$ cat src/rtl/mem_bus_arbiter.sv
// mem_bus_arbiter: shares one external memory bus between the fetch stage
// and the memory (load/store) stage of the pipeline.
//
// Ports
//   clk, reset             single clock, synchronous active-high reset
//   if_req_i, if_addr_i    fetch read request and address
//   mem_req_i, mem_we_i    data access request, 1 = store / 0 = load
//   mem_be_i               store byte enables
//   mem_addr_i             data access address
//   mem_wdata_i            store data
//   ex_stall_i             execute stage busy; holds served flags
//   flush_i                pipeline redirect; the current fetch is dead
//   if_rdata_o             registered fetch data (held until next fetch)
//   mem_rdata_o            registered load data (held until next load)
//   if_stall_o             fetch request not yet served
//   mem_stall_o            data request not yet served
//   bus_req_o .. wdata_o   registered bus command, stable while bus_req_o
//   bus_ack_i, bus_rdata_i bus completion and read data
//   bus_err_o              one-cycle pulse when a wait times out
//
// TIMEOUT: wait cycles before a forced completion (0 disables).

module mem_bus_arbiter #(
    parameter int unsigned TIMEOUT = 255
) (
    input  logic        clk,
    input  logic        reset,
    input  logic        if_req_i,
    input  logic [31:0] if_addr_i,
    input  logic        mem_req_i,
    input  logic        mem_we_i,
    input  logic [3:0]  mem_be_i,
    input  logic [31:0] mem_addr_i,
    input  logic [31:0] mem_wdata_i,
    input  logic        ex_stall_i,
    input  logic        flush_i,
    output logic [31:0] if_rdata_o,
    output logic [31:0] mem_rdata_o,
    output logic        if_stall_o,
    output logic        mem_stall_o,
    output logic        bus_req_o,
    output logic        bus_we_o,
    output logic [3:0]  bus_be_o,
    output logic [31:0] bus_addr_o,
    output logic [31:0] bus_wdata_o,
    input  logic        bus_ack_i,
    input  logic [31:0] bus_rdata_i,
    output logic        bus_err_o
);

    typedef enum logic [1:0] {
        IDLE,
        IF_WAIT,
        MEM_WAIT
    } state_t;

    localparam logic [8:0] TMO = 9'(TIMEOUT);

    state_t      state;
    state_t      state_n;

    logic [7:0]  cnt;
    logic [7:0]  cnt_n;
    logic        if_served;
    logic        if_served_n;
    logic        mem_served;
    logic        mem_served_n;
    logic        discard;
    logic        discard_n;

    logic        bus_req_n;
    logic        bus_we_n;
    logic [3:0]  bus_be_n;
    logic [31:0] bus_addr_n;
    logic [31:0] bus_wdata_n;
    logic [31:0] if_rdata_n;
    logic [31:0] mem_rdata_n;
    logic        bus_err_n;

    logic        if_pend;
    logic        mem_pend;
    logic        advance;
    logic        waiting;
    logic        timeout_hit;
    logic        done;
    logic [31:0] resp_data;

    assign if_pend     = if_req_i & ~if_served;
    assign mem_pend    = mem_req_i & ~mem_served;
    assign if_stall_o  = if_pend;
    assign mem_stall_o = mem_pend;
    assign advance     = ~if_stall_o & ~mem_stall_o & ~ex_stall_i;

    assign waiting = (state != IDLE);

    // cnt counts completed wait cycles, so the wait cycle in which
    // cnt + 1 reaches TIMEOUT is the last one allowed.
    assign timeout_hit = waiting && (TIMEOUT != 0)
                      && (({1'b0, cnt} + 9'd1) == TMO);

    // An ack always wins over a coincident timeout.
    assign done      = waiting & (bus_ack_i | timeout_hit);
    assign resp_data = bus_ack_i ? bus_rdata_i : 32'h0;

    always_ff @(posedge clk) begin
        if (reset) begin
            state <= IDLE;
        end else begin
            state <= state_n;
        end
    end

    always_comb begin
        state_n      = state;
        cnt_n        = cnt;
        if_served_n  = if_served;
        mem_served_n = mem_served;
        discard_n    = discard;
        bus_req_n    = bus_req_o;
        bus_we_n     = bus_we_o;
        bus_be_n     = bus_be_o;
        bus_addr_n   = bus_addr_o;
        bus_wdata_n  = bus_wdata_o;
        if_rdata_n   = if_rdata_o;
        mem_rdata_n  = mem_rdata_o;
        bus_err_n    = 1'b0;

        unique case (state)
            IDLE: begin
                if (mem_pend) begin
                    state_n     = MEM_WAIT;
                    cnt_n       = 8'd0;
                    bus_req_n   = 1'b1;
                    bus_we_n    = mem_we_i;
                    bus_be_n    = mem_be_i;
                    bus_addr_n  = mem_addr_i;
                    bus_wdata_n = mem_wdata_i;
                end else if (if_pend) begin
                    state_n     = IF_WAIT;
                    cnt_n       = 8'd0;
                    bus_req_n   = 1'b1;
                    bus_we_n    = 1'b0;
                    bus_be_n    = 4'hF;
                    bus_addr_n  = if_addr_i;
                    bus_wdata_n = 32'h0;
                end
            end

            IF_WAIT: begin
                if (done) begin
                    state_n   = IDLE;
                    bus_req_n = 1'b0;
                    bus_err_n = ~bus_ack_i;
                    discard_n = 1'b0;
                    // A redirect before or with the ack kills the data.
                    if (!discard && !flush_i) begin
                        if_rdata_n  = resp_data;
                        if_served_n = 1'b1;
                    end
                end else begin
                    cnt_n = cnt + 8'd1;
                    if (flush_i) begin
                        discard_n = 1'b1;
                    end
                end
            end

            MEM_WAIT: begin
                if (done) begin
                    state_n      = IDLE;
                    bus_req_n    = 1'b0;
                    bus_err_n    = ~bus_ack_i;
                    mem_served_n = 1'b1;
                    if (!bus_we_o) begin
                        mem_rdata_n = resp_data;
                    end
                end else begin
                    cnt_n = cnt + 8'd1;
                end
            end

            default: begin
                state_n   = IDLE;
                bus_req_n = 1'b0;
            end
        endcase

        if (advance) begin
            if_served_n  = 1'b0;
            mem_served_n = 1'b0;
        end

        if (flush_i) begin
            if_served_n = 1'b0;
        end
    end

    always_ff @(posedge clk) begin
        if (reset) begin
            cnt         <= 8'd0;
            if_served   <= 1'b0;
            mem_served  <= 1'b0;
            discard     <= 1'b0;
            bus_req_o   <= 1'b0;
            bus_we_o    <= 1'b0;
            bus_be_o    <= 4'h0;
            bus_addr_o  <= 32'h0;
            bus_wdata_o <= 32'h0;
            if_rdata_o  <= 32'h0;
            mem_rdata_o <= 32'h0;
            bus_err_o   <= 1'b0;
        end else begin
            cnt         <= cnt_n;
            if_served   <= if_served_n;
            mem_served  <= mem_served_n;
            discard     <= discard_n;
            bus_req_o   <= bus_req_n;
            bus_we_o    <= bus_we_n;
            bus_be_o    <= bus_be_n;
            bus_addr_o  <= bus_addr_n;
            bus_wdata_o <= bus_wdata_n;
            if_rdata_o  <= if_rdata_n;
            mem_rdata_o <= mem_rdata_n;
            bus_err_o   <= bus_err_n;
        end
    end

endmodule
$ cat config.mk
export PLATFORM = sky130hd
export DESIGN_NAME = mem_bus_arbiter
export DESIGN_NICKNAME = d
export VERILOG_FILES = /design/src/rtl/mem_bus_arbiter.sv
export SDC_FILE = /design/constraint.sdc
export NUM_CORES = 1
export LEC_CHECK = 0
export BUFFER_PORTS_ARGS = -buffer_cell sky130_fd_sc_hd__clkbuf_2
export CORE_MARGIN = 2
export CORE_UTILIZATION = 40
export CTS_CLUSTER_SIZE = 14
export DETAILED_ROUTE_END_ITERATION = 16
export PLACE_DENSITY = 0.79
export SLEW_MARGIN = 20
export SYNTH_ARGS = -nofsm -noshare
export SYNTH_HDL_FRONTEND = slang
export SYNTH_SLANG_ARGS = --single-unit
$ cat constraint.sdc
create_clock -name clk -period 2.2 [get_ports clk]
set_input_delay 0.22 -clock clk [delete_from_list [all_inputs] [get_ports clk]]
set_output_delay 0.22 -clock clk [all_outputs]
set_load 0.02 [all_outputs]
==> out/metrics.cfg <==
[status]
status=completed

[power_and_ir_drop]
ir_drop_mv=0.694
p_total_mw=9.58
p_sw_share_pct=34.5
power_density_nw_per_um2=1170
clock_power_share_pct=32.9
power.internal_mw=6.27
p_switching_mw=3.31
leakagePower_nw=3.61
p_comb_share_pct=31.9
seqPwrFrac_pct=35.1

[final_layout]
n_antenna_cell=0
syn_to_final_growth_pct=38.9
layout_commonest_cell=clkbuf_2
nets=1117
drive_gt1_share_pct=35.5
layout_common_cells=275 x clkbuf_2, 145 x dfxtp_1, 80 x nor2_1
fin_area_um2=8200
num-fill-cells=1325

[yosys]
ys_seq_elements=148
syn-instance-count=714
synth_adder_area_share_pct=1.06
yosysSeqAreaShare_pct=50.2
synthesis.nets=859
synth_compound_area_share_pct=24.3
netlist_area_um2=5900
ys_types=40
synth_xor_area_share_pct=0.148
synth_mux_area_share_pct=0.170
synth_top_family_by_area=compound AO/OA/AOI/OAI gates
synth-simple-area-share_pct=18.9
postSynthAreaPerCell_um2=8.27
ys_warn_count=0

[placed_design]
post-place-ws_ps=-62.2
dpl_cell_area_um2=7510
dp_hpwl_um=12600
portBuffers=276
gp_congestion=0.929

[clock_tree]
cts_tree=done
cts_hold_buf=0
path_clk_slew_ps=60
root_buffer=clkbuf_16
clock-sinks=148
worstSkewPairLatency_ps=420
cts_buffers=17
clockBufferDepth=2
htree_levels=4

[routing]
drt_iter0_markers=499
drt_wl_total_um=18100
wl_per_cell_um=15.5
ant_nets=0
viasPerCell=5.30
drc_errors=0
vias=6191
first_pass_iters=5

[sta]
min_period_over_period_pct=95.9
max_slew_margin_pct=56.6
setup_tns_ps=0
timing.fmax_mhz=474
fin_ws_ps=89.2
hold-worst-slack_ps=34.5
layout_min_cycle_time_ps=2110
slew_violations=0
hold_viol_final=0
worst_pin_slew_ps=651
fin_skew_ps=9.90
rsz0062_at_grt=false
setup_viol=0

[floorplanning]
die_w_um=125
pin_count=277
start_util_pct=40.8
die_h_um=125
rows=44
fp.coreArea_um2=14500
die-area_um2=15700

[worst_setup_path]
crit_fanout=35
cp.required_ps=2480
crit_path_end_kind=flip-flop
critical_path_arrival_ps=2390
worstSetupStartpointType=flip-flop
path_class=flip-flop to flip-flop

[flow_run]
max-cap-violations=0

[grt]
grt_pass1_vias=5988
grt.overflow.total=0
grt_max_degree=71
gr-usage-all-layers_pct=22.9
antenna_found_initial=0
grt_pass1_wl_um=29200

[worst_hold_path]
hold_path.class=input pin to flip-flop

-- cell type report --
class	count	area [um^2]	share of cell area (%)
Sequential cell	148	2970	36.2
Timing Repair Buffer	306	1650	20.1
Clock inverter	8	171	2.09
Clock buffer	24	472	5.75
Inverter	13	48.8	0.595
Multi-Input combinational cell	486	2670	32.5
Tap cell	184	230	2.81
-- flip-flops by register name (all words and copies together) (netlist names) --
signal       cells
mem_rdata_o     32
state            2
bus_wdata_o     32
bus_req_o        1
mem_served       1
bus_addr_o      32
cnt              8
if_served        1
bus_err_o        1
if_rdata_o      32
bus_we_o         1
bus_be_o         4
discard          1
-- path summary, 6_finish.rpt --
path | start | to | depth (start not counted) | slack, ps
setup / recovery | cnt[1] | mem_rdata_o[6] | 7 | 90
hold / removal | mem_wdata_i[24] | bus_wdata_o[24] | 3 | 30
setup reg to reg | cnt[1] | mem_rdata_o[6] | 7 | 90
hold reg to reg | mem_rdata_o[12] | mem_rdata_o[12] | 2 | 470
-- power by group through the flow --
stage	Clock (mW)	Sequential (mW)	Combinational [mW]
6_report	3.15	3.36	3.06
5_1_grt	3.33	3.42	3.37
4_1_cts	3.21	3.36	3.07
3_5_place_dp	0	3.41	3.05
3_3_place_gp	0	3.39	3.01
2_1_floorplan	0	3.89	1.47
-- Yosys cell counts, drive strengths merged --
master / count / share of area, %
nand3b: 1 / 0.13
and2: 2 / 0.21
o211ai: 1 / 0.21
xnor2: 1 / 0.15
a221oi: 3 / 0.74
nor3: 7 / 0.59
o22ai: 2 / 0.21
ha: 5 / 1.1
mux2i: 1 / 0.17
a211o: 5 / 0.74
nand2b: 6 / 0.64
a22oi: 34 / 4.3
clkinv: 1 / 0.064
a21o: 1 / 0.13
nand4: 3 / 0.32
inv: 12 / 0.76
buf: 2 / 0.32
o21bai: 4 / 0.51
a21oi: 68 / 5.8
nand2: 76 / 4.8
dfxtp: 148 / 50
a311o: 1 / 0.17
or3b: 3 / 0.45
o21a: 2 / 0.25
a311oi: 32 / 4.7
nor3b: 1 / 0.13
or3: 2 / 0.30
o31ai: 4 / 0.51
nand3: 69 / 5.9
clkbuf: 65 / 4.1
or2: 1 / 0.11
nor2: 80 / 5.1
nand4b: 1 / 0.15
o21ai: 70 / 5.9
-- kinds of logic (layout without fill, tap and decap cells) --
| kind of cell | Yosys count | after routing |
|---|---|---|
| and+or+nand+nor | 252 | 252 |
| AOI/OAI and AO/OA | 227 | 227 |
| DFF | 148 | 148 |
| buffers and inverters | 80 | 351 |
| adders and majority gates | 5 | 5 |
| xor gates and xnor gates | 1 | 1 |
| muxes | 1 | 1 |
-- per-stage QoR --
| stage | cells | utilization [%] |
|---|---|---|
| 5_1_grt | 1169 | 56.6 |
| 4_1_cts | 1168 | 56.4 |
| 6_report | 1169 | 56.6 |
| 2_1_floorplan | 714 | - |
| 3_5_place_dp | 1134 | 51.9 |
| 3_3_place_gp | 1134 | 51.9 |
-- critical path, stage by stage, from the launching register on --
cell      delay [ps]
dfxtp_1          370
nand4_1          150
or3_4            410
a221oi_4         360
a21oi_4          150
buf_12           210
o21ai_0          210
a21oi_1          110
-- per-layer routing --
layer | GRT usage, % | part of all wire, % | wire (um)
met5 | 0 | 0 | 0
met4 | 9.08 | 2.4 | 440
met3 | 7.40 | 8.7 | 1580
met2 | 39.3 | 49 | 8890
met1 | 26.3 | 40 | 7220
-- what timing repair did --
item / 4_1_cts / 5_1_grt
pin swaps: 1 / 4
gates resized for setup: 0 / 16
buffers inserted: 2 / 1
setup endpoints to repair: 6 / 77
Note: power is estimated with default switching activity, not from simulation.
